===== src/rtl/pc_fetch_unit.sv =====
// pc_fetch_unit
//
// Program counter and instruction fetch. The PC is updated from one of four
// sources under an unconditional or an ALU-zero-conditional strobe. An
// instruction fetch is a single-outstanding read with an ack timeout. A
// timeout locks the unit in an error state until reset.
//
// Ports
//   clk_i            clock, rising edge
//   reset_i          synchronous active-low reset
//   pc_write_i       unconditional PC update strobe
//   pc_write_cond_i  PC update strobe, qualified by alu_zero_i
//   pc_src_i         00 pc+1, 01 alu_result, 10 {pc[hi:8],imm}, 11 ra
//   alu_zero_i       branch condition
//   alu_result_i     branch target
//   ra_i             return address
//   write_ir_i       fetch command
//   done_i           halt; blocks new fetches
//   mem_req_o        read request, high while in REQ
//   mem_addr_o       address latched at fetch start
//   mem_rdata_i      instruction word, valid with mem_ack_i
//   mem_ack_i        single-cycle read completion
//   op_o / imm_o     ir[15:8] / ir[7:0]
//   pc_o             current PC
//   ir_valid_o       IR holds the instruction for the current PC
//   fetch_busy_o     fetch outstanding
//   fetch_err_o      sticky timeout flag
//   instr_count_o    saturating count of instructions loaded
//
// state | meaning
// ------+---------------------------------------------------------
// IDLE  | no fetch outstanding; a fetch starts on write_ir
// REQ   | read outstanding; waiting for mem_ack or timeout
// ERR   | ack timed out; no further fetches until reset

module pc_fetch_unit #(
   parameter int ADDR_W  = 16,
   parameter int DATA_W  = 16,
   parameter int TIMEOUT = 255
) (
   input  logic              clk_i,
   input  logic              reset_i,
   input  logic              pc_write_i,
   input  logic              pc_write_cond_i,
   input  logic [1:0]        pc_src_i,
   input  logic              alu_zero_i,
   input  logic [ADDR_W-1:0] alu_result_i,
   input  logic [ADDR_W-1:0] ra_i,
   input  logic              write_ir_i,
   input  logic              done_i,
   output logic              mem_req_o,
   output logic [ADDR_W-1:0] mem_addr_o,
   input  logic [DATA_W-1:0] mem_rdata_i,
   input  logic              mem_ack_i,
   output logic [7:0]        op_o,
   output logic [7:0]        imm_o,
   output logic [ADDR_W-1:0] pc_o,
   output logic              ir_valid_o,
   output logic              fetch_busy_o,
   output logic              fetch_err_o,
   output logic [15:0]       instr_count_o
);

   localparam int WAIT_W = (TIMEOUT < 2) ? 1 : $clog2(TIMEOUT + 1);

   typedef enum logic [1:0] {
      S_IDLE = 2'd0,
      S_REQ  = 2'd1,
      S_ERR  = 2'd2
   } state_e;

   state_e              state_q, state_d;
   logic [ADDR_W-1:0]   pc_q, pc_d;
   logic [ADDR_W-1:0]   addr_q, addr_d;
   logic [DATA_W-1:0]   ir_q, ir_d;
   logic                ir_valid_q, ir_valid_d;
   logic [15:0]         count_q, count_d;
   logic [WAIT_W-1:0]   wait_q, wait_d;

   logic                fetch_start;
   logic                fetch_done;
   logic                wait_expired;
   logic                pc_update;

   // ---------------------------------------------------------------------
   // FSM: state register
   // ---------------------------------------------------------------------
   always_ff @(posedge clk_i) begin
      if (!reset_i) begin
         state_q <= S_IDLE;
      end else begin
         state_q <= state_d;
      end
   end

   // ---------------------------------------------------------------------
   // FSM: next state
   // ---------------------------------------------------------------------
   always_comb begin
      state_d = state_q;
      case (state_q)
         S_IDLE: if (fetch_start) state_d = S_REQ;
         S_REQ: begin
            if (fetch_done) begin
               state_d = S_IDLE;
            end else if (wait_expired) begin
               state_d = S_ERR;
            end
         end
         S_ERR:   state_d = S_ERR;
         default: state_d = S_IDLE;
      endcase
   end

   // ---------------------------------------------------------------------
   // FSM: outputs and fetch strobes
   // ---------------------------------------------------------------------
   always_comb begin
      mem_req_o    = 1'b0;
      fetch_busy_o = 1'b0;
      fetch_err_o  = 1'b0;
      fetch_start  = 1'b0;
      fetch_done   = 1'b0;
      case (state_q)
         S_IDLE: fetch_start = write_ir_i & ~done_i & ~ir_valid_q;
         S_REQ: begin
            mem_req_o    = 1'b1;
            fetch_busy_o = 1'b1;
            fetch_done   = mem_ack_i;
         end
         S_ERR:   fetch_err_o = 1'b1;
         default: ;
      endcase
   end

   // This edge would be the TIMEOUT-th cycle spent waiting.
   assign wait_expired = (wait_q == WAIT_W'(TIMEOUT - 1));

   // ---------------------------------------------------------------------
   // Datapath next-state
   // ---------------------------------------------------------------------
   assign pc_update = pc_write_i | (pc_write_cond_i & alu_zero_i);

   always_comb begin
      pc_d       = pc_q;
      addr_d     = addr_q;
      ir_d       = ir_q;
      ir_valid_d = ir_valid_q;
      count_d    = count_q;
      wait_d     = wait_q;

      if (pc_update) begin
         case (pc_src_i)
            2'b00:   pc_d = pc_q + ADDR_W'(1);
            2'b01:   pc_d = alu_result_i;
            2'b10:   pc_d = {pc_q[ADDR_W-1:8], ir_q[7:0]};
            default: pc_d = ra_i;
         endcase
      end

      if (fetch_start) begin
         addr_d = pc_q;
         wait_d = '0;
      end

      if (fetch_done) begin
         ir_d       = mem_rdata_i;
         ir_valid_d = 1'b1;
         wait_d     = '0;
         if (count_q != 16'hFFFF) begin
            count_d = count_q + 16'd1;
         end
      end else if (state_q == S_REQ) begin
         wait_d = wait_q + WAIT_W'(1);
      end

      // A PC change invalidates the IR even when a fetch lands on the same edge.
      if (pc_update) begin
         ir_valid_d = 1'b0;
      end
   end

   always_ff @(posedge clk_i) begin
      if (!reset_i) begin
         pc_q       <= '0;
         addr_q     <= '0;
         ir_q       <= '0;
         ir_valid_q <= 1'b0;
         count_q    <= '0;
         wait_q     <= '0;
      end else begin
         pc_q       <= pc_d;
         addr_q     <= addr_d;
         ir_q       <= ir_d;
         ir_valid_q <= ir_valid_d;
         count_q    <= count_d;
         wait_q     <= wait_d;
      end
   end

   assign mem_addr_o    = addr_q;
   assign op_o          = ir_q[15:8];
   assign imm_o         = ir_q[7:0];
   assign pc_o          = pc_q;
   assign ir_valid_o    = ir_valid_q;
   assign instr_count_o = count_q;

endmodule


===== config.mk =====
export PLATFORM = sky130hd
export DESIGN_NAME = pc_fetch_unit
export DESIGN_NICKNAME = d
export VERILOG_FILES = /design/src/rtl/pc_fetch_unit.sv
export SDC_FILE = /design/constraint.sdc
export NUM_CORES = 1
export LEC_CHECK = 0
export BUFFER_PORTS_ARGS = -buffer_cell sky130_fd_sc_hd__clkbuf_2
export CORE_MARGIN = 2
export CORE_UTILIZATION = 40
export CTS_CLUSTER_SIZE = 25
export DETAILED_ROUTE_END_ITERATION = 10
export GPL_TIMING_DRIVEN = 1
export PLACE_DENSITY = 0.69
export SYNTH_ARGS = -nofsm -noshare
export SYNTH_HDL_FRONTEND = slang
export SYNTH_SLANG_ARGS = --single-unit

===== constraint.sdc =====
create_clock -name clk_i -period 2.1 [get_ports clk_i]
set_clock_uncertainty 0.1 [all_clocks]
set_input_delay 0.21 -clock clk_i [delete_from_list [all_inputs] [get_ports clk_i]]
set_output_delay 0.21 -clock clk_i [all_outputs]
set_load 0.005 [all_outputs]

==> results of run 1 <==
==> registers in the layout, indices dropped and copies added (netlist names) <==
| name | count |
|---|---|
| state_q | 2 |
| ir_valid_o | 1 |
| wait_q | 8 |
| pc_o | 16 |
| ir_q | 16 |
| instr_count_o | 16 |
| mem_addr_o | 16 |
==> per-layer routing <==
| layer | part of all wire, % | up-vias |
|---|---|---|
| li1 | - | 1955 |
| met1 | 42 | 1839 |
| met2 | 50 | 156 |
| met3 | 6.4 | 17 |
| met4 | 1.4 | 0 |
| met5 | 0 | - |
==> power by group through the flow <==
stage	Sequential, mW	Combinational, mW	Clock, mW
after floorplan	1.54	0.208	0
after global placement	1.54	0.365	0
after detailed placement	1.55	0.373	0
after CTS	1.51	0.396	1.26
after global routing	1.52	0.440	1.30
final	1.51	0.395	1.23
==> worst min path at each step <==
stage                          startpoint               endpoint  slack (ns)
after floorplan           mem_rdata_i[10]  ir_q[10]$_SDFFE_PN0P_        0.25
after global placement     mem_rdata_i[7]   ir_q[7]$_SDFFE_PN0P_        0.33
after detailed placement  mem_rdata_i[10]  ir_q[10]$_SDFFE_PN0P_        0.34
after CTS                  mem_rdata_i[5]   ir_q[5]$_SDFFE_PN0P_       0.008
after global routing       mem_rdata_i[5]   ir_q[5]$_SDFFE_PN0P_        0.06
final                      mem_rdata_i[5]   ir_q[5]$_SDFFE_PN0P_        0.03
==> kinds of logic (layout without fill, tap and decap cells) <==
| kind of cell | count (synthesis) | count (layout) | synth area share, % |
|---|---|---|---|
| AOI/OAI and AO/OA | 125 | 125 | 20.3 |
| and+or+nand+nor | 191 | 191 | 26.3 |
| xor gates and xnor gates | 1 | 1 | 0.233 |
| buffers and inverters | 37 | 183 | 4.06 |
| adders and majority gates | 4 | 4 | 1.33 |
| muxes | 21 | 21 | 7.79 |
| DFF | 75 | 75 | 39.9 |
==> worst register-to-register path: cells and delay by family, from the launching register on <==
kind / cells / cell delay [ns]
AOI/OAI and AO/OA: 1 / 0.16
and+or+nand+nor: 3 / 0.98
DFF: 1 / 0.41
adders and majority gates: 1 / 0.24
==> cell type report <==
cell class              instances  area [sq um]  area share [%]
inverters                      10          37.5           0.765
clock buffers                  11           141            2.88
multi-input cells             342          2100            42.9
clock inverters                 4          75.1            1.53
well taps                     111           139            2.83
flip-flops and latches         75          1500            30.6
repair buffers                158           911            18.6
==> metrics by stage <==
stage | cell area, sq um | setup slack, ns | utilization, %
2_1_floorplan | 3760 | 0.292 | -
3_3_place_gp | 4540 | 0.250 | 49.4
3_5_place_dp | 4540 | 0.181 | 49.4
4_1_cts | 4910 | 0.151 | 53.4
5_1_grt | 4910 | 0.0404 | 53.4
6_report | 4910 | 0.140 | 53.4
==> placed cells by master, fill, tap and decap left out, types with 2 or more instances in the layout <==
cell type	count
a31oi_1	6
nor2_1	16
mux2_2	6
inv_1	9
o211ai_1	4
nand3b_1	2
o21a_1	5
a21o_1	3
nor2b_1	3
mux4_2	6
or2_2	2
o31ai_1	7
o211a_1	2
mux2i_1	9
ha_1	4
nor4_1	7
nor3_1	9
nand2_1	87
a21oi_1	66
o311ai_0	4
o21ai_0	14
clkinvlp_4	2
and3_1	4
or4_1	10
o221a_2	3
nand2b_1	8
o41ai_1	3
dlygate4sd3_1	15
clkbuf_2	125
or3_1	3
nand4_1	9
dfxtp_1	75
and4_1	4
clkbuf_8	10
nand3_1	15
buf_4	18
bufinv_16	2
==> summary.txt, run 1 <==
Placement
  – Placed insts: 681
  – Port buffer count: 125
  – Hpwl dp: 8050 microns
  – Global placer's final weighted congestion: 0.884

Yosys
  – Post-Syn Area: 3760 sq um
  – Post-synth top area share: 39.9%
  – Cell taking the most area after synthesis: dfxtp_1
  – Yosys cell types: 57
  – Synthesis-stage register bit count: 75
  – Warnings from Yosys: 0
  – Cell count after synthesis: 454
  – Avg Inst Size Synth: 8.28 sq um
  – Async set-reset flop share out of synthesis: 0%
  – Register area share after synthesis: 39.9%
  – Number of flops mapped to enable cells by yosys: 0
  – Synth Flop Type: dfxtp_1
  – Synthesized Nets: 516
  – Synth top area cells: dfxtp_1, a21oi_1, nand2_1, mux4_2, mux2i_1
  – Count leader, synth: nand2_1
  – Most frequent cells after synthesis: nand2_1, dfxtp_1, a21oi_1

Drt
  – DRC Markers: 0
  – Via count: 3967
  – Routed WL: 10800 microns
  – Via/cell ratio: 5.58
  – Routed Antenna Nets: 0
  – Drt first pass iters: 4
  – Initial DRC count: 142
  – Drt wl/cell: 15.3 microns

STA
  – Fin crit period: 1.96 ns
  – RSZ-0062 raised after global routing: no
  – Fin Hold WS: 0.0287 ns
  – Fmax: 0.510 GHz
  – Fin. Hold Viols: 0
  – Final period util: 93.3%
  – Final setup fails: 0
  – Slew headroom: 61.3%
  – Max Transition Viols Final: 0
  – Slew at the pin closest to its max-slew limit: 0.579 ns
  – Setup TNS Final: 0 ns

Global route
  – Most used routing layer: met2
  – First-pass GRT wire length: 17400 microns
  – Largest net degree at the start of global routing: 24
  – GR Layer Usage met2: 39.0%
  – Number of global-route vias before repair: 3783
  – Met1 usage: 24.3%
  – Global Route Usage Sum: 21.5%
  – Met3 Use GR: 5.13%
  – Initial antenna violation count: 0
  – Remaining global-route overflow: 0

Power and ir drop
  – Seq pwr share: 48.2%
  – Int Pwr: 2.35 mW
  – PwrDens: 640 nW/um^2
  – Combinational share of power: 12.6%
  – Pwr Total: 3.14 mW
  – Sw Share: 25.3%
  – Peak VDD IR: 436 uV
  – Clock Power Share: 39.2%
  – Switch Pwr: 0.793 mW
  – Pleak: 2.03 nW

Setup path
  – CP arrival: 2.13 ns
  – R2R cell count: 5
  – CP startpoint: instr_count_o[0]$_SDFFE_PN0P_
  – Critical-path cell list: ha_1, and4_1, nand2_1, or4_1, a21oi_1
  – Slowest stage delay, CP: 0.54 ns
  – FF-to-FF End: instr_count_o[12]$_SDFFE_PN0P_
  – Setup crit end: instr_count_o[12]$_SDFFE_PN0P_
  – Critical path endpoint category: flop
  – RR Startpoint: instr_count_o[0]$_SDFFE_PN0P_
  – Reg2reg setup slack: 0.14 ns
  – CP max-delay cell: or4_1
  – Startpoint Class: flop
  – Setup CP Type: reg -> reg
  – Worst Path Required: 2.27 ns
  – CP Buf/Inv Count: 0
  – Worst path top cell family by delay: simple AND/OR/NAND/NOR gates
  – Crit. path cell count: 5
  – Critical path peak fanout: 8

Clocking
  – Sinks on Clock Net: 75
  – Hold-fix buffers at CTS: 15
  – CTS clock-pin slew for the worst setup and hold paths: 0.08 ns
  – Post-cts sizing count: 0
  – Clock Path Buffers: 2
  – H-tree Lvls: 3
  – CTS Buf Count: 9
  – Root Buffer: clkbuf_8
  – CTS tree: built
  – Worst-Skew Late Latency: 0.35 ns
  – Postcts setup bufs: 0

Floorplanning
  – # rows: 35
  – Die footprint: 10200 sq um
  – Ports: 126
  – Die W: 101 microns
  – Die Y: 101 microns
  – Core area: 9200 sq um
  – Initial Util: 40.9%

Cells and area
  – Area Growth Syn to Fin: 30.6%
  – Filler cells: 849
  – Share of cells above drive strength 1: 30.7%
  – # diodes: 0
  – Fin cells: 711
  – Final nets: 658

Flow run
  – Max-cap violations: 0

Hold path
  – Hold depth: 3
  – Worst Hold Class: in -> reg

Run status
  – Status: completed
Note: power is estimated with default switching activity, not from simulation.
==> run 2, diff against run 1 <==
--- a/config.mk
+++ b/config.mk
@@ -7,11 +7,11 @@
 export LEC_CHECK = 0
 export BUFFER_PORTS_ARGS = -buffer_cell sky130_fd_sc_hd__clkbuf_2
 export CORE_MARGIN = 2
-export CORE_UTILIZATION = 40
+export CORE_UTILIZATION = 51
 export CTS_CLUSTER_SIZE = 25
 export DETAILED_ROUTE_END_ITERATION = 10
 export GPL_TIMING_DRIVEN = 1
-export PLACE_DENSITY = 0.69
+export PLACE_DENSITY = 0.84
 export SYNTH_ARGS = -nofsm -noshare
 export SYNTH_HDL_FRONTEND = slang
 export SYNTH_SLANG_ARGS = --single-unit
==> summary.txt, run 2 (synthesis results as in run 1) <==
Hold path
  – Worst Hold Class: in -> reg (unchanged)

STA
  – Setup TNS Final: 0 ns (unchanged)
  – RSZ-0062 raised after global routing: no (unchanged)
  – Worst Setup Slack, final: 0.156 ns (was 0.140 ns)
  – Slew headroom: 65.7% (was 61.3%)
  – Fin. Hold Viols: 0 (unchanged)
  – Fmax: 0.514 GHz (was 0.510 GHz)
  – Max Transition Viols Final: 0 (unchanged)
  – Final period util: 92.6% (was 93.3%)
  – Final setup fails: 0 (unchanged)
  – Slew at the pin closest to its max-slew limit: 0.513 ns (was 0.579 ns)
  – Fin crit period: 1.94 ns (was 1.96 ns)

Setup path
  – Critical path peak fanout: 10 (was 8)
  – Setup CP Type: reg -> reg (unchanged)
  – Worst path top cell family by delay: simple AND/OR/NAND/NOR gates (unchanged)
  – CP max-delay cell: or4_1 (unchanged)
  – Startpoint Class: flop (unchanged)
  – Worst Path Required: 2.30 ns (was 2.27 ns)
  – Critical-path cell list: nand4_1, or4_1, a21oi_1, o211a_1 (was ha_1, and4_1, nand2_1, or4_1, a21oi_1)
  – Critical path endpoint category: flop (unchanged)
  – CP Buf/Inv Count: 0 (unchanged)
  – CP arrival: 2.15 ns (was 2.13 ns)
  – Slowest stage delay, CP: 0.61 ns (was 0.54 ns)

Placement
  – Hpwl dp: 7710 microns (was 8050 microns)
  – Port buffer count: 125 (unchanged)
  – Worst slack at placement: 0.186 ns (was 0.181 ns)
  – Global placer's final weighted congestion: 0.960 (was 0.884)

Global route
  – Remaining global-route overflow: 0 (unchanged)
  – First-pass GRT wire length: 18100 microns (was 17400 microns)
  – Number of global-route vias before repair: 3827 (was 3783)
  – Largest net degree at the start of global routing: 27 (was 24)
  – Global Route Usage Sum: 27.3% (was 21.5%)
  – Initial antenna violation count: 0 (unchanged)

Clocking
  – H-tree Lvls: 3 (unchanged)
  – CTS tree: built (unchanged)
  – Root Buffer: clkbuf_8 (unchanged)
  – Sinks on Clock Net: 75 (unchanged)
  – Clock Path Buffers: 2 (unchanged)
  – CTS clock-pin slew for the worst setup and hold paths: 0.08 ns (about the same)
  – Postcts setup bufs: 0 (unchanged)
  – CTS Buf Count: 9 (unchanged)
  – Worst-Skew Late Latency: 0.35 ns (about the same)

Drt
  – Via count: 4069 (was 3967)
  – Initial DRC count: 178 (was 142)
  – Routed WL: 11000 microns (was 10800 microns)
  – Routed Antenna Nets: 0 (unchanged)
  – DRC Markers: 0 (unchanged)
  – Drt first pass iters: 4 (unchanged)
  – Drt wl/cell: 15.7 microns (was 15.3 microns)
  – Via/cell ratio: 5.83 (was 5.58)

Cells and area
  – Final nets: 656 (was 658)
  – Most common cell after layout, fill and taps aside: clkbuf_2 (unchanged)
  – Area Growth Syn to Fin: 29.8% (was 30.6%)
  – Share of cells above drive strength 1: 30.4% (was 30.7%)
  – # diodes: 0 (unchanged)
  – Most frequent cells in the layout: clkbuf_2, nand2_1, dfxtp_1, a21oi_1 (was clkbuf_2, nand2_1, dfxtp_1, a21oi_1, buf_4)

Floorplanning
  – Die footprint: 8070 sq um (was 10200 sq um)
  – Die Y: 89.8 microns (was 101 microns)
  – Core area: 7180 sq um (was 9200 sq um)
  – Initial Util: 52.4% (was 40.9%)
  – Ports: 126 (unchanged)
  – # rows: 31 (was 35)
  – Die W: 89.8 microns (was 101 microns)

Power and ir drop
  – Pwr Total: 3.11 mW (was 3.14 mW)
  – PwrDens: 638 nW/um^2 (was 640 nW/um^2)
  – Peak VDD IR: 357 uV (was 436 uV)
  – Pleak: 2.02 nW (was 2.03 nW)

Flow run
  – Max-cap violations: 0 (unchanged)

Run status
  – Status: completed (unchanged)
-- run 2: cell count changes in the layout (fill, tap and decap cells not counted) --
cell	change
buf_4	-3
clkinv_2	+2
clkbuf_1	+1
clkbuf_8	-1
clkinvlp_4	-1
dlygate4sd3_1	+1
nand2_1	-1
nand2_2	+1
-- run 2: path summary, 6_finish.rpt --
kind / from / end / slack (ns) / depth (start not counted)
max: pc_o[2]$_SDFFE_PN0P_ / pc_o[15]$_SDFFE_PN0P_ / 0.16 / 4
min: mem_ack_i / state_q[1]$_SDFFE_PN0P_ / 0.09 / 3
max reg2reg: pc_o[2]$_SDFFE_PN0P_ / pc_o[15]$_SDFFE_PN0P_ / 0.16 / 4
min reg2reg: mem_addr_o[14]$_SDFFE_PN0P_ / mem_addr_o[14]$_SDFFE_PN0P_ / 0.36 / 2
-- run 2: final cells by class --
class	count	area, sq um
clock inverters	5	77.6
fillers	577	2300
inverters	10	37.5
repair buffers	156	898
clock buffers	11	131
well taps	99	124
multi-input cells	342	2110
flip-flops and latches	75	1500
-- run 2: worst reg2reg max path, delay by kind of cell (launching register included) --
kind	cells	cell delay [ns]
AND/OR/NAND/NOR	2	0.96
flip-flops	1	0.50
AO/OA/AOI/OAI	2	0.32
-- run 2: metrics by stage --
stage / area (sq um) / utilization (%) / cells / hold WS (ns)
floorplan: 3760 / - / 454 / 0.246
global placement: 4510 / 62.8 / 666 / 0.333
detailed placement: 4510 / 62.8 / 666 / 0.339
CTS: 4870 / 67.9 / 698 / 0.0746
global route: 4880 / 68.0 / 698 / 0.0811
finish: 4880 / 68.0 / 698 / 0.0922
-- run 2: power by group --
group	internal, mW	switching [mW]	leakage [nW]	total, mW
Combinational	0.189	0.207	1.31	0.396
Clock	0.666	0.535	0.103	1.20
Sequential	1.46	0.0525	0.608	1.52
Total	2.32	0.795	2.02	3.11
-- run 2: repair_timing --
item | CTS | global route
endpoints found under the hold margin | 16 | 0
hold buffers | 16 | 0
gates resized for setup | 0 | 1
setup endpoints to repair | 0 | 1
-- run 2: per-layer routing --
metal,GRT usage [%],wire (microns),up-vias
met3,5.28,849,22
li1,-,-,1946
met1,31.3,4170,1896
met4,12.3,240,0
met2,49.2,5710,205
met5,0,0,-
